### src/rtl/idu_stage.sv
// RV32I/RV64I integer decode stage: valid/ready input, one registered output slot.
// Define IDU_SKID_EN to add a one-entry skid buffer that registers in_ready.
module idu_stage #(
    parameter int DATA_LEN = 32
) (
    input  logic                clk,
    input  logic                rst_n,
    input  logic                flush,
    input  logic                in_valid,
    output logic                in_ready,
    input  logic [31:0]         inst,
    input  logic [DATA_LEN-1:0] pc,
    output logic [4:0]          rs1,
    output logic [4:0]          rs2,
    input  logic [DATA_LEN-1:0] src1,
    input  logic [DATA_LEN-1:0] src2,
    output logic                out_valid,
    input  logic                out_ready,
    output logic [4:0]          rd,
    output logic [DATA_LEN-1:0] operand1,
    output logic [DATA_LEN-1:0] operand2,
    output logic [3:0]          alu_op,
    output logic [DATA_LEN-1:0] imm,
    output logic [DATA_LEN-1:0] out_pc,
    output logic                wb_en,
    output logic                is_jump,
    output logic                ebreak,
    output logic                illegal
);

    typedef enum logic [3:0] {
        ALU_ADD  = 4'd0,
        ALU_SUB  = 4'd1,
        ALU_SLL  = 4'd2,
        ALU_SLT  = 4'd3,
        ALU_SLTU = 4'd4,
        ALU_XOR  = 4'd5,
        ALU_SRL  = 4'd6,
        ALU_SRA  = 4'd7,
        ALU_OR   = 4'd8,
        ALU_AND  = 4'd9
    } alu_op_e;

    typedef enum logic [6:0] {
        OPC_LUI    = 7'b0110111,
        OPC_AUIPC  = 7'b0010111,
        OPC_JAL    = 7'b1101111,
        OPC_JALR   = 7'b1100111,
        OPC_OP_IMM = 7'b0010011,
        OPC_OP     = 7'b0110011,
        OPC_SYSTEM = 7'b1110011
    } opcode_e;

    typedef struct packed {
        logic [4:0]          rd;
        logic [DATA_LEN-1:0] op1;
        logic [DATA_LEN-1:0] op2;
        alu_op_e             alu_op;
        logic [DATA_LEN-1:0] imm;
        logic [DATA_LEN-1:0] pc;
        logic                wb_en;
        logic                is_jump;
        logic                ebreak;
        logic                illegal;
    } dec_t;

    logic [2:0]          funct3;
    logic [6:0]          funct7;
    logic [DATA_LEN-1:0] imm_i;
    logic [DATA_LEN-1:0] imm_u;
    logic [DATA_LEN-1:0] imm_j;
    logic [DATA_LEN-1:0] shamt;
    logic                sl_ok;
    logic                sr_ok;
    logic                legal;
    dec_t                dec;

    dec_t out_q, out_d;
    logic out_valid_q, out_valid_d;
    logic accept;

    assign rs1    = inst[19:15];
    assign rs2    = inst[24:20];
    assign funct3 = inst[14:12];
    assign funct7 = inst[31:25];

    assign imm_i = DATA_LEN'($signed(inst[31:20]));
    assign imm_u = DATA_LEN'($signed({inst[31:12], 12'h000}));
    assign imm_j = DATA_LEN'($signed({inst[31], inst[19:12], inst[20], inst[30:21], 1'b0}));

    // RV64 uses a 6-bit shamt, so inst[25] is only a funct bit on RV32.
    always_comb begin
        if (DATA_LEN == 64) begin
            shamt = DATA_LEN'(inst[25:20]);
            sl_ok = (inst[31:26] == 6'b000000);
            sr_ok = (inst[31:26] == 6'b000000) || (inst[31:26] == 6'b010000);
        end else begin
            shamt = DATA_LEN'(inst[24:20]);
            sl_ok = (inst[31:25] == 7'b0000000);
            sr_ok = (inst[31:25] == 7'b0000000) || (inst[31:25] == 7'b0100000);
        end
    end

    always_comb begin
        dec        = '0;
        dec.pc     = pc;
        dec.rd     = inst[11:7];
        dec.alu_op = ALU_ADD;
        legal      = 1'b1;
        case (opcode_e'(inst[6:0]))
            OPC_LUI: begin
                dec.op2 = imm_u;
                dec.imm = imm_u;
            end
            OPC_AUIPC: begin
                dec.op1 = pc;
                dec.op2 = imm_u;
                dec.imm = imm_u;
            end
            OPC_JAL: begin
                dec.op1     = pc;
                dec.op2     = DATA_LEN'(3'd4);
                dec.imm     = imm_j;
                dec.is_jump = 1'b1;
            end
            OPC_JALR: begin
                dec.op1     = pc;
                dec.op2     = DATA_LEN'(3'd4);
                dec.imm     = imm_i;
                dec.is_jump = 1'b1;
                legal       = (funct3 == 3'b000);
            end
            OPC_OP_IMM: begin
                dec.op1 = src1;
                dec.op2 = imm_i;
                dec.imm = imm_i;
                case (funct3)
                    3'b000: dec.alu_op = ALU_ADD;
                    3'b010: dec.alu_op = ALU_SLT;
                    3'b011: dec.alu_op = ALU_SLTU;
                    3'b100: dec.alu_op = ALU_XOR;
                    3'b110: dec.alu_op = ALU_OR;
                    3'b111: dec.alu_op = ALU_AND;
                    3'b001: begin
                        dec.alu_op = ALU_SLL;
                        dec.op2    = shamt;
                        legal      = sl_ok;
                    end
                    default: begin
                        dec.alu_op = inst[30] ? ALU_SRA : ALU_SRL;
                        dec.op2    = shamt;
                        legal      = sr_ok;
                    end
                endcase
            end
            OPC_OP: begin
                dec.op1 = src1;
                dec.op2 = src2;
                if (funct7 == 7'h00) begin
                    case (funct3)
                        3'b000:  dec.alu_op = ALU_ADD;
                        3'b001:  dec.alu_op = ALU_SLL;
                        3'b010:  dec.alu_op = ALU_SLT;
                        3'b011:  dec.alu_op = ALU_SLTU;
                        3'b100:  dec.alu_op = ALU_XOR;
                        3'b101:  dec.alu_op = ALU_SRL;
                        3'b110:  dec.alu_op = ALU_OR;
                        default: dec.alu_op = ALU_AND;
                    endcase
                end else if (funct7 == 7'h20 && funct3 == 3'b000) begin
                    dec.alu_op = ALU_SUB;
                end else if (funct7 == 7'h20 && funct3 == 3'b101) begin
                    dec.alu_op = ALU_SRA;
                end else begin
                    legal = 1'b0;
                end
            end
            OPC_SYSTEM: begin
                if (inst == 32'h0010_0073) begin
                    dec.ebreak = 1'b1;
                end else begin
                    legal = 1'b0;
                end
            end
            default: legal = 1'b0;
        endcase

        // Illegal encodings present a neutral, non-writing ADD of zeros.
        if (!legal) begin
            dec.op1     = '0;
            dec.op2     = '0;
            dec.imm     = '0;
            dec.alu_op  = ALU_ADD;
            dec.is_jump = 1'b0;
            dec.ebreak  = 1'b0;
            dec.illegal = 1'b1;
        end
        dec.wb_en = legal && !dec.ebreak && (dec.rd != 5'd0);
    end

`ifdef IDU_SKID_EN
    dec_t skid_q, skid_d;
    logic skid_valid_q, skid_valid_d;
    logic out_free;

    assign in_ready = !skid_valid_q;
    assign accept   = in_valid && in_ready && !flush;
    assign out_free = !out_valid_q || out_ready;

    // A held skid entry always drains ahead of new input, preserving order.
    always_comb begin
        out_d        = out_q;
        out_valid_d  = out_valid_q;
        skid_d       = skid_q;
        skid_valid_d = skid_valid_q;
        if (flush) begin
            out_valid_d  = 1'b0;
            skid_valid_d = 1'b0;
        end else if (skid_valid_q) begin
            if (out_free) begin
                out_d        = skid_q;
                out_valid_d  = 1'b1;
                skid_valid_d = 1'b0;
            end
        end else if (accept) begin
            if (out_free) begin
                out_d       = dec;
                out_valid_d = 1'b1;
            end else begin
                skid_d       = dec;
                skid_valid_d = 1'b1;
            end
        end else if (out_ready) begin
            out_valid_d = 1'b0;
        end
    end

    always_ff @(posedge clk or negedge rst_n) begin
        if (!rst_n) begin
            skid_q       <= '0;
            skid_valid_q <= 1'b0;
        end else begin
            skid_q       <= skid_d;
            skid_valid_q <= skid_valid_d;
        end
    end
`else
    assign in_ready = !out_valid_q || out_ready;
    assign accept   = in_valid && in_ready && !flush;

    always_comb begin
        out_d       = out_q;
        out_valid_d = out_valid_q;
        if (flush) begin
            out_valid_d = 1'b0;
        end else if (accept) begin
            out_d       = dec;
            out_valid_d = 1'b1;
        end else if (out_ready) begin
            out_valid_d = 1'b0;
        end
    end
`endif

    always_ff @(posedge clk or negedge rst_n) begin
        if (!rst_n) begin
            out_q       <= '0;
            out_valid_q <= 1'b0;
        end else begin
            out_q       <= out_d;
            out_valid_q <= out_valid_d;
        end
    end

    assign out_valid = out_valid_q;
    assign rd        = out_q.rd;
    assign operand1  = out_q.op1;
    assign operand2  = out_q.op2;
    assign alu_op    = out_q.alu_op;
    assign imm       = out_q.imm;
    assign out_pc    = out_q.pc;
    assign wb_en     = out_q.wb_en;
    assign is_jump   = out_q.is_jump;
    assign ebreak    = out_q.ebreak;
    assign illegal   = out_q.illegal;

endmodule

### config.mk
export PLATFORM = sky130hd
export DESIGN_NAME = idu_stage
export DESIGN_NICKNAME = d
export VERILOG_FILES = /design/src/rtl/idu_stage.sv
export SDC_FILE = /design/constraint.sdc
export NUM_CORES = 1
export LEC_CHECK = 0
export ABC_AREA = 1
export BUFFER_PORTS_ARGS = -buffer_cell sky130_fd_sc_hd__buf_2
export CORE_AREA = 2 2 126 128
export DETAILED_ROUTE_END_ITERATION = 8
export DIE_AREA = 0 0 128 130
export PLACE_DENSITY = 0.79
export SYNTH_ARGS = -nofsm -noshare
export SYNTH_HDL_FRONTEND = slang
export SYNTH_SLANG_ARGS = --single-unit
### constraint.sdc
create_clock -name clk -period 1.8 [get_ports clk]
set_input_delay 0.18 -clock clk [delete_from_list [all_inputs] [get_ports clk]]
set_output_delay 0.18 -clock clk [all_outputs]
set_load 0.05 [all_outputs]
After elaboration in Yosys (flattened, before gate mapping)
Index checks and enable logic that the tools add are counted.
{"block": "totals", "ff_bits": 142, "in_bits": 133, "output_inout_bits": 153, "wordCells": 75}
{"block": "classes", "eq_ne": 16, "mux": 24, "bitwise": 1, "n_reduce_logical": 23}
{"operator": "32-bit case mux with 4 select lines", "n": 1}
{"operator": "100-bit two-way mux", "n": 1}
{"operator": "32-bit case mux with 3 select lines", "n": 1}
{"operator": "32-bit case mux with 2 select lines", "n": 1}
{"operator": "4-bit case mux with 7 select lines", "n": 2}
{"operator": "32-bit by 21-bit == test with 1-bit output (second input constant)", "n": 1}
{"operator": "32-bit two-way mux", "n": 1}
{"operator": "7-bit by 6-bit == test with 1-bit output (second input constant)", "n": 3}
{"operator": "7-bit == test (second input constant)", "n": 3}
{"operator": "7-bit by 5-bit == test with 1-bit output (second input constant)", "n": 2}
{"operator": "3-bit == test (second input constant)", "n": 4}
{"operator": "1-bit two-way mux", "n": 10}
{"operator": "4-bit two-way mux", "n": 2}
{"operator": "4-bit case mux with 2 select lines", "n": 1}
{"operator": "2-bit OR reduction", "n": 4}
{"operator": "7-bit logical NOT", "n": 1}
{"operator": "3-bit by 2-bit == test with 1-bit output (second input constant)", "n": 2}
{"operator": "1-bit logical AND", "n": 6}
{"operator": "3-bit two-way mux", "n": 2}
{"operator": "3-bit OR reduction", "n": 2}
{"operator": "6-bit OR reduction", "n": 1}
{"operator": "1-bit case mux with 5 select lines", "n": 1}
{"operator": "5-bit nonzero test", "n": 1}
{"operator": "3-bit by 1-bit == test with 1-bit output (second input constant)", "n": 1}
{"operator": "7 further kinds", "n": 10}

Logic depth before layout (Yosys ltp)
Gate-level depths: netlist (run 1).
{"block": "depth", "ltp_word": 10, "ltp_mapped": 13, "ltp_nobuf": 12}

Least setup slack after synthesis (run 1)
No wires, ideal clock.
{"block": "synth_timing", "path_kind": "flip-flop to flip-flop", "from": "register out_valid_q (netlist: out_valid)", "to": "register out_q, in the netlist alu_op[0]", "arrival_time_ns": 2.078, "required_ns": 1.734, "path_slack_ns": -0.344, "stages_incl_launch_ff": 7, "n_path_buf": 2, "period_less_slack_ns": 2.144, "path_cell_list": "dfrtp_1 > nand2_1 > nand2_2 > clkbuf_1 > clkbuf_1 > nand2_1 > nand2_1"}
{"block": "synth_between", "elab_chain_len": 5}
{"item": "start, declared", "line": "79", "source": "logic out_valid_q, out_valid_d;"}
{"item": "start signal, assigned", "line": "271", "source": "out_valid_q <= out_valid_d;"}
{"item": "1-bit logical NOT", "line": "248", "source": "assign in_ready = !out_valid_q || out_ready;"}
{"item": "1-bit logical OR", "line": "248"}
{"item": "named net in_ready", "line": "10", "source": "output logic in_ready,"}
{"item": "1-bit logical AND (2 in series)", "line": "249", "source": "assign accept = in_valid && in_ready && !flush;"}
{"item": "2-bit AND reduction (no line)"}
{"item": "end signal, assigned", "line": "270", "source": "out_q <= out_d;"}
{"item": "end, declared", "line": "78", "source": "dec_t out_q, out_d;"}
The timed path passes the listed nets, and every way through them passes these cells.
A chain may end at the register's enable or synchronous reset.

Worst setup path after layout (run 1)
{"block": "layout_timing", "from": "input flush", "to": "register out_q, in the netlist operand2[26]"}
{"block": "layout_between", "elab_chain_len": 3}
{"item": "start, declared", "line": "8", "source": "input logic flush,"}
{"item": "1-bit logical NOT", "line": "249"}
{"item": "1-bit logical AND", "line": "249"}
{"item": "2-bit AND reduction (no line) *"}
Mark *: on every way between the ends. The rest lies on a longest branch, timed or not.

==> results of run 1 <==
==> metal layers <==
metal / GRT usage [%] / vias up / share of wire (%)
met5: 0 / - / 0
met4: 11.4 / 0 / 3.4
met3: 5.95 / 70 / 6.8
met2: 46.5 / 370 / 48
met1: 37.9 / 3718 / 42
li1: - / 3815 / -
==> area by class of cell <==
type	instances	area, µm²	share of cell area [%]
clock buffers	20	467	4.67
clock inverters	11	140	1.40
inverters	74	279	2.79
multi-input cells	763	3200	32.0
flip-flops and latches	142	3550	35.6
well taps	192	240	2.40
repair buffers	348	2110	21.2
==> worst max-delay path by stage <==
stage | start | endpoint | slack (ps) | depth (start not counted)
2_1_floorplan | out_valid$_DFFE_PN0P_ | operand1[14]$_DFFE_PN0P_ | 100 | 8
3_3_place_gp | inst[1] | operand2[18]$_DFFE_PN0P_ | -10 | 12
3_5_place_dp | inst[6] | operand2[16]$_DFFE_PN0P_ | -70 | 11
4_1_cts | flush | operand2[26]$_DFFE_PN0P_ | 70 | 9
5_1_grt | flush | operand2[0]$_DFFE_PN0P_ | 10 | 9
6_report | flush | operand2[26]$_DFFE_PN0P_ | 120 | 9
==> stage by stage <==
stage          power [mW]  setup WS, ps  instance area (µm²)
6_report             8.42           122                 9990
5_1_grt              8.70          13.9                 9990
4_1_cts              8.44          66.1                 9980
3_5_place_dp         4.76         -67.3                 9020
3_3_place_gp         4.74         -11.3                 9020
2_1_floorplan        4.25          98.5                 7350
==> worst min-delay path, stage by stage <==
cell	delay (ps)
buf_2	90
inv_1	50
o21ai_0	70
==> report_power, final <==
part           internal [mW]  switching (mW)  leakage [nW]
sequential              3.32          0.0681          1.92
clock                   2.27            1.37         0.301
combinational          0.377            1.02          3.74
total                   5.97            2.45          5.96
==> sequential cells by signal (all words and copies together) (netlist names) <==
name / cells
alu_op: 4
ebreak: 1
illegal: 1
imm: 32
is_jump: 1
operand1: 32
operand2: 32
out_pc: 32
out_valid: 1
rd: 5
wb_en: 1
==> layout by cell type, fill, tap and decap left out <==
master	instances
a21oi_1	22
buf_12	8
buf_16	1
buf_2	284
buf_4	19
buf_6	1
bufinv_16	3
clkbuf_16	17
clkbuf_8	3
clkinv_1	30
clkinv_2	6
clkinv_4	2
clkinvlp_4	1
dfrtp_1	141
dfrtp_2	1
dlygate4sd3_1	35
inv_1	38
inv_2	5
nand2_1	560
nand2_2	2
nand2_4	4
nand3_1	99
nand3_2	2
nand3_4	1
nand4_1	2
nor2_1	21
nor2_2	8
nor2_4	3
nor3_1	10
o211a_1	1
o211ai_1	6
o21ai_0	18
o21ai_1	3
o21ai_2	1
==> logic make-up after synthesis <==
group | after synthesis | synth area share (%)
AOI/OAI and AO/OA | 51 | 3.75
DFF | 142 | 48.4
and+or+nand+nor | 712 | 39.5
buffers and inverters | 139 | 8.33
==> what timing repair did <==
item / CTS / global route
endpoints found under the hold margin: 69 / 0
hold buffers: 35 / 0
endpoints found under the setup margin: 0 / 24
gates resized for setup: 0 / 3
==> cell usage after synthesis, types with 4 or more instances <==
| cell | number |
|---|---|
| clkbuf_1 | 30 |
| buf_4 | 14 |
| a21oi_1 | 22 |
| nor2_1 | 22 |
| inv_1 | 38 |
| nor2_2 | 7 |
| o21ai_1 | 4 |
| buf_2 | 18 |
| o21ai_0 | 18 |
| clkinv_1 | 30 |
| o211ai_1 | 6 |
| nor3_1 | 10 |
| dfrtp_1 | 142 |
| nand2_1 | 561 |
| inv_2 | 6 |
| nand3_1 | 99 |
==> summary.txt, run 1 <==
Worst hold path
  – Hold worst-path end: rd[0]$_DFFE_PN0P_
  – Worst hold stages: 3
  – Worst Hold Class: primary input to register
  – Worst Hold Launch: inst[7]

Synth
  – Ys Warns: 0
  – Syn Std Cell Area: 0.00734 mm²
  – Mapped Cells: 1044
  – Mean post-synth cell area: 7.03 µm²
  – Dominant cell type by area after synthesis: dfrtp_1
  – Top_reg_cell synth: dfrtp_1
  – Register bit count reported by yosys: 142
  – Sequential fraction of the synthesis area: 48.4%
  – Synth unique cells: 25
  – Top area cells in the synthesized netlist: dfrtp_1 48%, nand2_1 29%, nand3_1 6.7%, inv_1 1.9%, clkbuf_1 1.5%
  – Post-synth top area share: 48.4%
  – Number of enable flip-flop cells after synthesis: 0
  – Share of synthesized registers carrying an async set or reset: 100%
  – Syn Nets: 1177

Critical path
  – CP top delay family: simple AND/OR/NAND/NOR gates
  – Critical Path Most Common Cell: nand2_1
  – Combined buffer and inverter count along the critical path: 3
  – CP max stage cell: nor2_4
  – R2r endpoint: operand2[26]$_DFFE_PN0P_
  – Crit path kind: primary input to register
  – Worst path cell trace: dlygate4sd3_1 > buf_2 > nor2_2 > nand2_4 > nor2_4 > nand2_1 > clkinv_1 > nand2_1 > nand2_1
  – CP Max Fanout: 32
  – Worst EP arrival: 2030 ps
  – Worst R2R Setup Slack: 220 ps
  – Worst Path Required: 2160 ps
  – Crit start category: primary input
  – CP max stage delay: 560 ps
  – CP Capture Type: register
  – Worst r2r src: out_valid$_DFFE_PN0P_
  – R2r worst-path depth: 7

Layout
  – Final-stage net count: 1479
  – Final core utilization: 64.8%
  – Diodes inserted: 0
  – Synthesis-to-finish area growth: 36.1%
  – Layout cell share with drive strength beyond 1: 27.4%
  – Finished Layout Cells: 1550
  – Layout fillers: 1376

Drt
  – DR pass1 iterations: 6
  – Drt total wl: 24.2 mm
  – Avg Vias per Cell: 5.14
  – Via count: 7973
  – Drt wl/cell: 15.6 µm
  – DR DRC count: 0
  – Post-route ant nets: 0
  – Drt initial violations: 761

Floorplan
  – Die ar.: 0.0166 mm²
  – IO Pins: 286
  – Core Footprint: 0.0154 mm²
  – Num rows: 46
  – Die height: 130 µm
  – Initial core utilization: 47.6%
  – Die width: 128 µm

Timing
  – Worst Max-Slew Pin Slew: 711 ps
  – Setup-failing EPs final: 0
  – Skew final: 4.84 ps
  – Unrepaired setup endpoints after global routing: false
  – Final Hold Fails: 0
  – Slew Viols, Final: 0
  – Tmin final: 1680 ps
  – WHS: 25.2 ps
  – Final period utilization: 93.2%
  – Fmax: 596 MHz
  – Slew headroom: 52.5%
  – Setup_tns: 0 ps

GRT
  – First-pass GRT wire length: 37.0 mm
  – Initial antenna violation count: 0
  – Vias in the first global route: 7123
  – GRT Total Usage: 28.6%
  – Largest net degree at the start of global routing: 131
  – Congestion Overflow GR: 0

CTS
  – Setup Buffers After CTS: 0
  – Clock transition at the registers of the reported paths: 60 ps
  – Worst skew pair latency: 420 ps
  – CTS sink cnt: 142
  – Root buffer cell: clkbuf_16
  – CTS tree: yes
  – CTS Buffer Depth: 2
  – TritonCTS Buffers: 17
  – Htree depth: 4

Placed design
  – Post-DP HPWL: 16.9 mm
  – Port bufs: 285
  – Placed insts: 1484
  – RePlAce Congestion: 0.935

Power and ir drop
  – Pleak: 5.96 nW
  – Max rail drop VDD: 0.000618 V
  – PwrDens: 843 mW/mm²

Run
  – Max cap viols: 0

Run status
  – Status: complete, no violations
(Power assumes the default switching activity.)
==> run 2: changes to the inputs <==
Settings changed: PLACE_DENSITY 0.79 to 0.91.
==> summary.txt, run 2 (synthesis results as in run 1) <==
Critical path
  – Worst r2r src: out_valid$_DFFE_PN0P_
  – CP max stage delay: 530 ps (-30 ps)
  – Crit. Startpoint: flush
  – Crit path kind: primary input to register
  – CP top delay family: buffers and inverters
  – Crit start category: primary input
  – CP Capture Type: register
  – CP Max Fanout: 44 (+38%)
  – CP max stage cell: dlygate4sd3_1
  – Worst EP arrival: 2010 ps (-20 ps)
  – Critical Path Most Common Cell: nand2_1
  – Worst Path Required: 2170 ps (about the same)
  – Worst path cell trace: dlygate4sd3_1 > buf_2 > nor2_1 > nand2_4 > buf_12 > buf_4 > nor3_1 > nand2_1 > nand2_1
  – Combined buffer and inverter count along the critical path: 4 (+1)

CTS
  – Htree depth: 4 (unchanged)
  – Clock transition at the registers of the reported paths: 60 ps (about the same)
  – CTS Buffer Depth: 2 (unchanged)
  – TritonCTS Buffers: 17 (unchanged)
  – Root buffer cell: clkbuf_16
  – CTS sink cnt: 142 (unchanged)
  – Setup Buffers After CTS: 0 (unchanged)
  – CTS tree: yes
  – Worst skew pair latency: 430 ps (about the same)

Drt
  – Drt initial violations: 877 (+15%)
  – Drt total wl: 25.6 mm (+5.6%)
  – Post-route ant nets: 0 (unchanged)
  – DR DRC count: 0 (unchanged)
  – Drt wl/cell: 16.5 µm (+5.7%)
  – Via count: 8331 (+4.5%)
  – Avg Vias per Cell: 5.38 (+4.6%)
  – DR pass1 iterations: 6 (unchanged)

Timing
  – Skew final: 6.62 ps (+1.78 ps)
  – Post-route setup slack: 156 ps (+34.5 ps)
  – Slew Viols, Final: 0 (unchanged)
  – Setup-failing EPs final: 0 (unchanged)
  – Unrepaired setup endpoints after global routing: false
  – Fmax: 608 MHz (+2.1%)
  – Slew headroom: 59.7% (+7.2 points)
  – Tmin final: 1640 ps (-34.5 ps)
  – Worst Max-Slew Pin Slew: 601 ps (-110 ps)
  – Final Hold Fails: 0 (unchanged)
  – Final period utilization: 91.3% (-1.9 points)
  – Setup_tns: 0 ps (unchanged)

Placed design
  – RePlAce Congestion: 0.935 (about the same)
  – Setup WS pre-CTS: 69.6 ps (+137 ps)
  – Post-DP HPWL: 17.7 mm (+4.9%)
  – Placed insts: 1482 (-0.13%)
  – Port bufs: 285 (unchanged)

Layout
  – Layout fillers: 1273 (-7.5%)
  – Commonest non-fill, non-tap cell in the layout: nand2_1
  – Synthesis-to-finish area growth: 36.8%
  – Layout cell share with drive strength beyond 1: 27.3% (-0.14 points)
  – Most frequent cells in the layout: 560 x nand2_1, 284 x buf_2, 141 x dfrtp_1
  – Area of the multi-input gates: 0.00319 mm² (about the same)
  – Final core utilization: 65.1% (+0.37 points)
  – Register Area: 0.00355 mm² (unchanged)
  – Finished Layout Cells: 1548 (-0.13%)
  – Final-stage net count: 1475 (-0.27%)

Power and ir drop
  – Sw Pwr: 2.46 mW (+0.18%)
  – Sequential group share of total power: 39.6% (-0.6 points)
  – Switch share: 28.7% (-0.45 points)
  – Clock group share of total power: 44.1% (+0.9 points)
  – Pleak: 5.97 nW (+0.13%)
  – Max rail drop VDD: 0.000684 V (+11%)
  – Combinational share of power: 16.3% (-0.3 points)
  – PwrDens: 853 mW/mm² (+1.2%)
  – P_int: 6.11 mW (+2.4%)

Worst hold path
  – Worst Hold Class: primary input to register
  – Worst Hold Launch: inst[10]

GRT
  – GRT Total Usage: 30.3% (+1.7 points)
  – Vias in the first global route: 7693 (+8.0%)
  – First-pass GRT wire length: 39.1 mm (+5.7%)
  – Congestion Overflow GR: 0 (unchanged)
  – Largest net degree at the start of global routing: 64 (-51%)
  – Initial antenna violation count: 2 (+2)

Floorplan
  – Num rows: 46 (unchanged)
  – Core Footprint: 0.0154 mm² (unchanged)
  – IO Pins: 286 (unchanged)
  – Die ar.: 0.0166 mm² (unchanged)
  – Initial core utilization: 47.6% (unchanged)
  – Die width: 128 µm (unchanged)
  – Die height: 130 µm (unchanged)

Run status
  – Status: complete, no violations

Run
  – Max cap viols: 0 (unchanged)
-- run 2: cell count changes in the layout (fill, tap and decap cells not counted), sizes merged --
cell | previous run | this run
diode | 0 | 2
bufinv | 3 | 4
clkinv | 38 | 35
inv | 43 | 44
buf | 313 | 311
clkinvlp | 1 | 2
dlygate4sd3 | 35 | 33
-- run 2: layer usage --
| metal | vias to the layer above | part of all wire (%) | GRT usage (%) |
|---|---|---|---|
| li1 | 3808 | - | - |
| met1 | 3892 | 40 | 39.4 |
| met2 | 510 | 46 | 47.1 |
| met3 | 121 | 8.8 | 7.50 |
| met4 | 0 | 5.4 | 16.2 |
| met5 | - | 0 | 0 |
-- run 2: final cells by class --
type                            instances  area share, %
Inverter                               74           2.76
Tap cell                              192           2.39
Clock inverter                         11           1.63
Multi-Input combinational cell        763           31.8
Antenna cell                            2         0.0498
Sequential cell                       142           35.4
Clock buffer                           20           4.64
Timing Repair Buffer                  344           21.4
-- run 2: path summary, 6_finish.rpt --
| path | endpoint | slack, ps | depth (start not counted) |
|---|---|---|---|
| setup reg to reg | imm[10]$_DFFE_PN0P_ | 270 | 7 |
| setup / recovery | imm[10]$_DFFE_PN0P_ | 160 | 9 |
| hold reg to reg | imm[19]$_DFFE_PN0P_ | 470 | 2 |
| min in group asynchronous | operand1[24]$_DFFE_PN0P_ | 270 | 2 |
| max in group asynchronous | out_valid$_DFFE_PN0P_ | 850 | 3 |
| hold / removal | rd[3]$_DFFE_PN0P_ | 20 | 3 |
-- run 2: power by group through the flow --
| stage | registers, mW | clock network (mW) | logic, mW |
|---|---|---|---|
| final | 3.40 | 3.78 | 1.40 |
| after global routing | 3.41 | 3.94 | 1.48 |
| after CTS | 3.39 | 3.81 | 1.38 |
| after detailed placement | 3.44 | 0 | 1.32 |
| after global placement | 3.44 | 0 | 1.30 |
| after floorplan | 3.90 | 0 | 0.349 |
-- run 2: per-stage QoR --
stage	instance area [µm²]	total power, mW	hold slack, ps
detailed placement	9080	4.77	121
finish	10000	8.57	21.3
global placement	9080	4.75	116
CTS	10000	8.59	10.3
global route	10000	8.84	33.8
floorplan	7350	4.25	-116
-- run 2: timing repair --
item                                   CTS  global route
endpoints found under the hold margin   65             0
hold buffers                            33             0
resized for setup                        0             0
-- run 2: tightest hold or removal path: stages --
cell     delay (ps)
buf_2            90
inv_1            50
o21ai_0          80
